[src/rtl/dma_bus_arbiter_pkg.sv]
// Shared definitions for the CPU/DMA data-memory bus arbiter.
// Holds the state encoding and the default timing constants.
package dma_bus_arbiter_pkg;

    // Arbiter states; the encoding is visible on arb_state for debug.
    typedef enum logic [1:0] {
        ST_IDLE    = 2'd0,
        ST_DRAIN   = 2'd1,
        ST_GRANT   = 2'd2,
        ST_RELEASE = 2'd3
    } arb_state_t;

    // One DMA transfer is a 3x4-word burst taking 12 bus cycles.
    localparam int DMA_XFER_LEN   = 12;
    // Watchdog limit gives a normal burst some slack before it is cut off.
    localparam int DEF_MAX_GRANT  = DMA_XFER_LEN + 4;
    localparam int DEF_TURNAROUND = 1;
    localparam int DEF_CNT_W      = 5;
    localparam int TA_W           = 3;

endpackage

[src/rtl/dma_bus_arbiter_if.sv]
// Bus-ownership handshake between CPU, DMA engine and the arbiter.
// slave: the arbiter side. master: the CPU/DMA (or bench) side.
interface dma_bus_arbiter_if;
    logic       BR;
    logic       cpu_req;
    logic       cpu_bus_busy;
    logic       BG;
    logic       cpu_stall;
    logic [1:0] arb_state;
    logic       grant_err;

    modport slave (
        input  BR, cpu_req, cpu_bus_busy,
        output BG, cpu_stall, arb_state, grant_err
    );

    modport master (
        output BR, cpu_req, cpu_bus_busy,
        input  BG, cpu_stall, arb_state, grant_err
    );
endinterface

[src/rtl/dma_bus_arbiter_turnaround_cnt.sv]
// Loadable down-counter timing the RELEASE turnaround gap.
// done is high while the count is zero.
module arb_turnaround_cnt #(
    parameter int W = 3
) (
    input  logic         CLK,
    input  logic         reset_n,
    input  logic         load,
    input  logic [W-1:0] load_val,
    input  logic         en,
    output logic         done
);
    logic [W-1:0] cnt_reg;

    // Load on entry to RELEASE, then count down to zero while enabled.
    always_ff @(posedge CLK or negedge reset_n) begin
        if (!reset_n) begin
            cnt_reg <= '0;
        end else if (load) begin
            cnt_reg <= load_val;
        end else if (en && (cnt_reg != '0)) begin
            cnt_reg <= cnt_reg - 1'b1;
        end
    end

    assign done = (cnt_reg == '0);
endmodule

[src/rtl/dma_bus_arbiter.sv]
// CPU/DMA shared data-memory bus arbiter.
// Drains in-flight CPU accesses, grants the bus to the DMA engine with a
// registered BG, stalls new CPU accesses, and inserts a turnaround gap on
// release. Optional grant watchdog: define ARB_WATCHDOG_EN.
module dma_bus_arbiter
    import dma_bus_arbiter_pkg::*;
#(
    parameter int TURNAROUND = DEF_TURNAROUND,
    parameter int MAX_GRANT  = DEF_MAX_GRANT,
    parameter int CNT_W      = DEF_CNT_W
) (
    input  logic              CLK,
    input  logic              reset_n,
    dma_bus_arbiter_if.slave  bus
);
    // Reject parameter sets the counters cannot represent.
    if ((TURNAROUND < 1) || (TURNAROUND > 7) || ((1 << CNT_W) <= MAX_GRANT)) begin : g_bad_cfg
        $error("dma_bus_arbiter: illegal TURNAROUND/MAX_GRANT/CNT_W combination");
    end

    arb_state_t state_reg;
    logic       bg_reg;
    logic       grant_exit;
    logic       wd_trip;
    logic       ta_done;

    // A grant ends when the DMA drops BR or the watchdog cuts it off.
    assign grant_exit = (state_reg == ST_GRANT) && (!bus.BR || wd_trip);

`ifdef ARB_WATCHDOG_EN
    logic [CNT_W-1:0] grant_cnt_reg;
    logic             grant_err_reg;

    // Trip on the edge where the grant length reaches MAX_GRANT cycles.
    assign wd_trip = (state_reg == ST_GRANT) &&
                     (grant_cnt_reg == CNT_W'(MAX_GRANT - 1));

    // Grant-length counter (saturating) and sticky watchdog error flag.
    always_ff @(posedge CLK or negedge reset_n) begin
        if (!reset_n) begin
            grant_cnt_reg <= '0;
            grant_err_reg <= 1'b0;
        end else begin
            if ((state_reg == ST_GRANT) && !grant_exit) begin
                if (grant_cnt_reg != '1) begin
                    grant_cnt_reg <= grant_cnt_reg + 1'b1;
                end
            end else begin
                grant_cnt_reg <= '0;
            end
            if (wd_trip) begin
                grant_err_reg <= 1'b1;
            end
        end
    end

    assign bus.grant_err = grant_err_reg;
`else
    assign wd_trip       = 1'b0;
    assign bus.grant_err = 1'b0;
`endif

    arb_turnaround_cnt #(.W(TA_W)) u_ta_cnt (
        .CLK      (CLK),
        .reset_n  (reset_n),
        .load     (grant_exit),
        .load_val (TA_W'(TURNAROUND - 1)),
        .en       (state_reg == ST_RELEASE),
        .done     (ta_done)
    );

    // Bus-ownership FSM with registered grant output.
    always_ff @(posedge CLK or negedge reset_n) begin
        if (!reset_n) begin
            state_reg <= ST_IDLE;
            bg_reg    <= 1'b0;
        end else begin
            unique case (state_reg)
                ST_IDLE: begin
                    if (bus.BR) begin
                        if (bus.cpu_bus_busy) begin
                            state_reg <= ST_DRAIN;
                        end else begin
                            state_reg <= ST_GRANT;
                            bg_reg    <= 1'b1;
                        end
                    end
                end
                ST_DRAIN: begin
                    if (!bus.BR) begin
                        state_reg <= ST_IDLE;
                    end else if (!bus.cpu_bus_busy) begin
                        state_reg <= ST_GRANT;
                        bg_reg    <= 1'b1;
                    end
                end
                ST_GRANT: begin
                    if (grant_exit) begin
                        state_reg <= ST_RELEASE;
                        bg_reg    <= 1'b0;
                    end
                end
                ST_RELEASE: begin
                    if (ta_done) begin
                        state_reg <= ST_IDLE;
                    end
                end
                default: begin
                    state_reg <= ST_IDLE;
                    bg_reg    <= 1'b0;
                end
            endcase
        end
    end

    // CPU stall: let an in-flight access finish in DRAIN, block new ones
    // whenever the DMA owns the bus or the lines are turning around.
    always_comb begin
        bus.cpu_stall = 1'b0;
        unique case (state_reg)
            ST_IDLE:    bus.cpu_stall = 1'b0;
            ST_DRAIN:   bus.cpu_stall = bus.cpu_req & ~bus.cpu_bus_busy;
            ST_GRANT:   bus.cpu_stall = bus.cpu_req;
            ST_RELEASE: bus.cpu_stall = bus.cpu_req;
            default:    bus.cpu_stall = 1'b0;
        endcase
    end

    assign bus.BG        = bg_reg;
    assign bus.arb_state = state_reg;
endmodule

[src/flat_wrapper.sv]
// flat-port wrapper written by rule: the top's interface ports become plain ports
module dma_bus_arbiter_flat import dma_bus_arbiter_pkg::*;
#(
    parameter int TURNAROUND = DEF_TURNAROUND,
    parameter int MAX_GRANT  = DEF_MAX_GRANT,
    parameter int CNT_W      = DEF_CNT_W
)
  (CLK, reset_n, bus_BR, bus_cpu_req, bus_cpu_bus_busy, bus_BG, bus_cpu_stall, bus_arb_state, bus_grant_err);
  dma_bus_arbiter_if bus_i ();
  input  logic CLK;
  input  logic reset_n;
  input wire logic [$bits(bus_i.BR)-1:0] bus_BR;
  input wire logic [$bits(bus_i.cpu_req)-1:0] bus_cpu_req;
  input wire logic [$bits(bus_i.cpu_bus_busy)-1:0] bus_cpu_bus_busy;
  output wire logic [$bits(bus_i.BG)-1:0] bus_BG;
  output wire logic [$bits(bus_i.cpu_stall)-1:0] bus_cpu_stall;
  output wire logic [$bits(bus_i.arb_state)-1:0] bus_arb_state;
  output wire logic [$bits(bus_i.grant_err)-1:0] bus_grant_err;
  assign bus_i.BR = bus_BR;
  assign bus_i.cpu_req = bus_cpu_req;
  assign bus_i.cpu_bus_busy = bus_cpu_bus_busy;
  assign bus_BG = bus_i.BG;
  assign bus_cpu_stall = bus_i.cpu_stall;
  assign bus_arb_state = bus_i.arb_state;
  assign bus_grant_err = bus_i.grant_err;
  dma_bus_arbiter #(.TURNAROUND(TURNAROUND), .MAX_GRANT(MAX_GRANT), .CNT_W(CNT_W)) u_core (.CLK(CLK), .reset_n(reset_n), .bus(bus_i));
endmodule
[config.mk]
export PLATFORM = sky130hd
export DESIGN_NAME = dma_bus_arbiter_flat
export DESIGN_NICKNAME = d
export VERILOG_FILES = /design/src/rtl/dma_bus_arbiter_pkg.sv /design/src/rtl/dma_bus_arbiter_if.sv /design/src/rtl/dma_bus_arbiter_turnaround_cnt.sv /design/src/rtl/dma_bus_arbiter.sv /design/src/flat_wrapper.sv
export SDC_FILE = /design/constraint.sdc
export NUM_CORES = 1
export LEC_CHECK = 0
export CORE_AREA = 2 2 39 41
export CTS_BUF_LIST = sky130_fd_sc_hd__clkbuf_2 sky130_fd_sc_hd__clkbuf_4 sky130_fd_sc_hd__clkbuf_8
export DETAILED_ROUTE_END_ITERATION = 7
export DIE_AREA = 0 0 41 43
export GPL_TIMING_DRIVEN = 0
export PLACE_DENSITY = 0.58
export SETUP_SLACK_MARGIN = 0.15
export SLEW_MARGIN = 20
export SYNTH_ARGS = -nofsm -noshare
export SYNTH_HDL_FRONTEND = slang
export SYNTH_HIERARCHICAL = 1
export SYNTH_SLANG_ARGS = --single-unit
[constraint.sdc]
create_clock -name CLK -period 1.8 [get_ports CLK]
set_clock_uncertainty 0.2 [all_clocks]
set_input_delay 0.45 -clock CLK [delete_from_list [all_inputs] [get_ports CLK]]
set_output_delay 0.45 -clock CLK [all_outputs]
set_load 0.03 [all_outputs]
==> flow_metrics.py <==
metrics = {
    "placed_design": {
        "hpwl_um": 543.3,
        "placed_area_um2": 506.7,
        "io_buffer_count": 8,
        "place.gp.congestion": 0.6346,
        "pre_cts_slack_ns": -0.6440,
    },
    "pwr": {
        "switching_share_pct": 39.64,
        "switching_power_uw": 399.4,
        "power_frac_clock_pct": 12.5,
        "ir_drop_v": 0.0006540,
        "p_comb_share_pct": 61.5,
        "internal_power_uw": 608.2,
        "pwr-share-seq_pct": 26.0,
        "powerDensity_mw_per_mm2": 1782,
        "p_leak_nw": 0.2532,
    },
    "clock_tree": {
        "clk_pin_slew_ns": 0.05,
        "cts_hold_buf": 0,
        "cts_buffer_depth": 2,
        "clockRootBuffer": "clkbuf_4",
        "htree_levels": 1,
        "insertion_delay_ns": 0.25,
        "cts_tree": "yes",
        "cts-buffers-inserted": 3,
        "cts_sinks": 6,
    },
    "floorplanning": {
        "core_mm2": 0.001384,
        "die_h_um": 43,
        "die_w_um": 41,
        "ios": 10,
        "rows": 14,
        "start_util_pct": 28.03,
        "dieArea_mm2": 0.001763,
    },
    "global_routing": {
        "grt_pass1_wl_um": 1200,
        "grt_overflow_total": 0,
        "grt_max_degree": 9,
        "antenna_found_initial": 0,
        "track_usage_pct": 10.99,
        "grt_pass1_vias": 293,
    },
    "route": {
        "wl_um": 767,
        "dr.pass1.iters": 4,
        "viasPerCell": 4.700,
        "avgRoutedWirePerCell_um": 10.96,
        "ant_nets": 0,
        "drtIter0Drc": 3,
        "drc": 0,
        "vias": 329,
    },
    "logic_synthesis": {
        "ys_seq_area_share_pct": 38.71,
        "yosys.area.top_type": "dfrtp_1",
        "synth_area_leaders": "dfrtp_1, a221o_1, nor4b_1, ha_1, and2b_4",
        "syn_area_um2": 387.9,
        "synthDistinctLibCells": 22,
        "synth.avg_cell_area_um2": 10.21,
        "synthCells": 38,
        "yosys_warnings": 6,
        "synth_top_cell_area_share_pct": 38.71,
        "synth-seq-cells": 6,
    },
    "sta": {
        "rsz0062_at_grt": "yes",
        "finalHoldViolations": 0,
        "layout_setup_ws_ns": 0.07077,
        "maxSlewViolCount": 0,
        "fin_crit_ns": 1.729,
        "setup_violations": 0,
        "timing.fmax_ghz": 0.5783,
        "period_share_pct": 96.07,
    },
    "layout": {
        "fin_area_um2": 565.5,
        "fill_cells": 147,
        "drive_gt1_share_pct": 40.74,
        "layout.nets": 63,
        "syn_to_final_growth_pct": 45.81,
        "multi_input_area_um2": 240.2,
        "antenna_cells": 0,
        "largest_register_ffs": 3,
        "seq_area_um2": 152.6,
    },
    "critical_path": {
        "critPathCaptureType": "output port",
        "critPathMaxFanout": 3,
        "critPathKind": "flip-flop to output port",
        "cp.arrival_ns": 1.08,
        "crit_chain": "nor2b_1 -> o21a_1 -> buf_6",
        "worstSetupStartpoint": "u_core/bus.arb_state[0]",
        "start_kind": "flip-flop",
        "rr_startpoint": "u_core/bus.arb_state[0]",
        "r2r_cells": 5,
        "crit_path_end": "bus_cpu_stall",
        "critPathSlowestCell": "dfrtp_2",
        "r2r-end": "u_core/u_ta_cnt/cnt_reg[0]",
        "required_ns": 1.15,
        "slowest_delay_ns": 0.40,
        "rrSetupSlack_ns": 0.14,
    },
    "run_status": {
        "status": "complete, no violations",
    },
    "run": {
        "drv_cap": 0,
    },
    "worst_hold_path": {
        "hold_class": "primary input to async pin",
    },
}
-- worst min path at each step --
| stage | from | to | slack, ns | cells past startpoint |
|---|---|---|---|---|
| after global placement | u_core/bus.arb_state[1] | u_core/bus.BG | 0.33 | 1 |
| final | reset_n | u_core/u_ta_cnt/cnt_reg[0] | 0.26 | 1 |
| after global routing | reset_n | u_core/u_ta_cnt/cnt_reg[0] | 0.27 | 1 |
| after CTS | reset_n | u_core/u_ta_cnt/cnt_reg[0] | 0.26 | 1 |
| after floorplan | reset_n | u_core/bus.BG | -0.05 | 0 |
| after detailed placement | u_core/bus.arb_state[1] | u_core/bus.BG | 0.33 | 1 |
-- layout make-up --
class / count / share of cell area [%]
flip-flops and latches: 6 / 26.99
repair buffers: 10 / 17.70
multi-input cells: 30 / 42.48
inverters: 3 / 1.991
clock buffers: 3 / 3.982
plain buffers: 2 / 3.319
well taps: 16 / 3.540
-- cells in the mapped netlist (all sizes together) --
library cell / n
and2: 1
nor4b: 3
o21a: 1
nor2: 2
a221o: 3
ha: 2
inv: 3
nor2b: 3
nand2: 2
and2b: 2
conb: 1
buf: 2
mux2i: 1
nand2b: 1
a21oi: 1
dfrtp: 6
nor3b: 1
o21ai: 3
-- timing repair --
item	CTS	global route
pin swaps	1	0
setup endpoints to repair	7	5
gates resized for setup	20	2
setup buffers	2	0
-- routing by layer --
layer  routed length [um]  vias up  track usage [%]
li1                     -      162                -
met1                  348      158            13.36
met2                  349        9            13.75
met3                   69        0            4.712
met4                    0        0            10.00
met5                    0        -                0
-- power groups by stage --
| stage | Sequential (mW) | Clock [mW] | Combinational [mW] |
|---|---|---|---|
| floorplan | 0.330 | 0 | 0.337 |
| global placement | 0.284 | 0 | 0.531 |
| detailed placement | 0.281 | 0 | 0.536 |
| CTS | 0.265 | 0.133 | 0.604 |
| global route | 0.274 | 0.139 | 0.675 |
| finish | 0.262 | 0.126 | 0.620 |
-- placed cells by master (no fill, tap or decap), types with 2 or more instances in the layout --
master,Yosys,final
clkbuf_4,0,3
dlygate4sd2_1,0,4
inv_1,3,3
conb_1,1,4
buf_4,1,2
and2b_4,2,2
dfrtp_2,0,2
nor2b_1,3,3
buf_6,1,2
a221o_1,3,3
dfrtp_1,6,4
nor4b_1,3,2
nand2_1,2,2
-- through the flow --
step                setup TNS [ns]  utilization, %  instances  total power [mW]  hold slack [ns]
global placement            -1.303           36.62         65            0.8149           0.3315
detailed placement          -1.300           36.62         65            0.8163           0.3337
CTS                              0           40.24         70             1.002           0.2586
floorplan                        0               -         41            0.6670         -0.04559
finish                           0           40.87         70             1.008           0.2571
global route                     0           40.87         70             1.088           0.2746
-- cell families (layout without fill, tap and decap cells) --
family / after synthesis / count (layout) / synth area share (%)
AO/OA/AOI/OAI: 8 / 8 / 16.77
adder cells (fa/ha/maj): 2 / 2 / 6.451
buffers and inverters: 5 / 18 / 7.742
flip-flops: 6 / 6 / 38.71
multiplexers: 1 / 1 / 2.581
other: 1 / 4 / 0.9668
AND/OR/NAND/NOR: 15 / 15 / 26.78
-- worst max-delay path, delay by kind of cell (launching register included) --
| kind | cells | cell delay (ns) |
|---|---|---|
| buffers and inverters | 1 | 0.13 |
| AOI/OAI and AO/OA | 1 | 0.17 |
| DFF | 1 | 0.40 |
| and+or+nand+nor | 1 | 0.13 |
(Power assumes the default switching activity.)
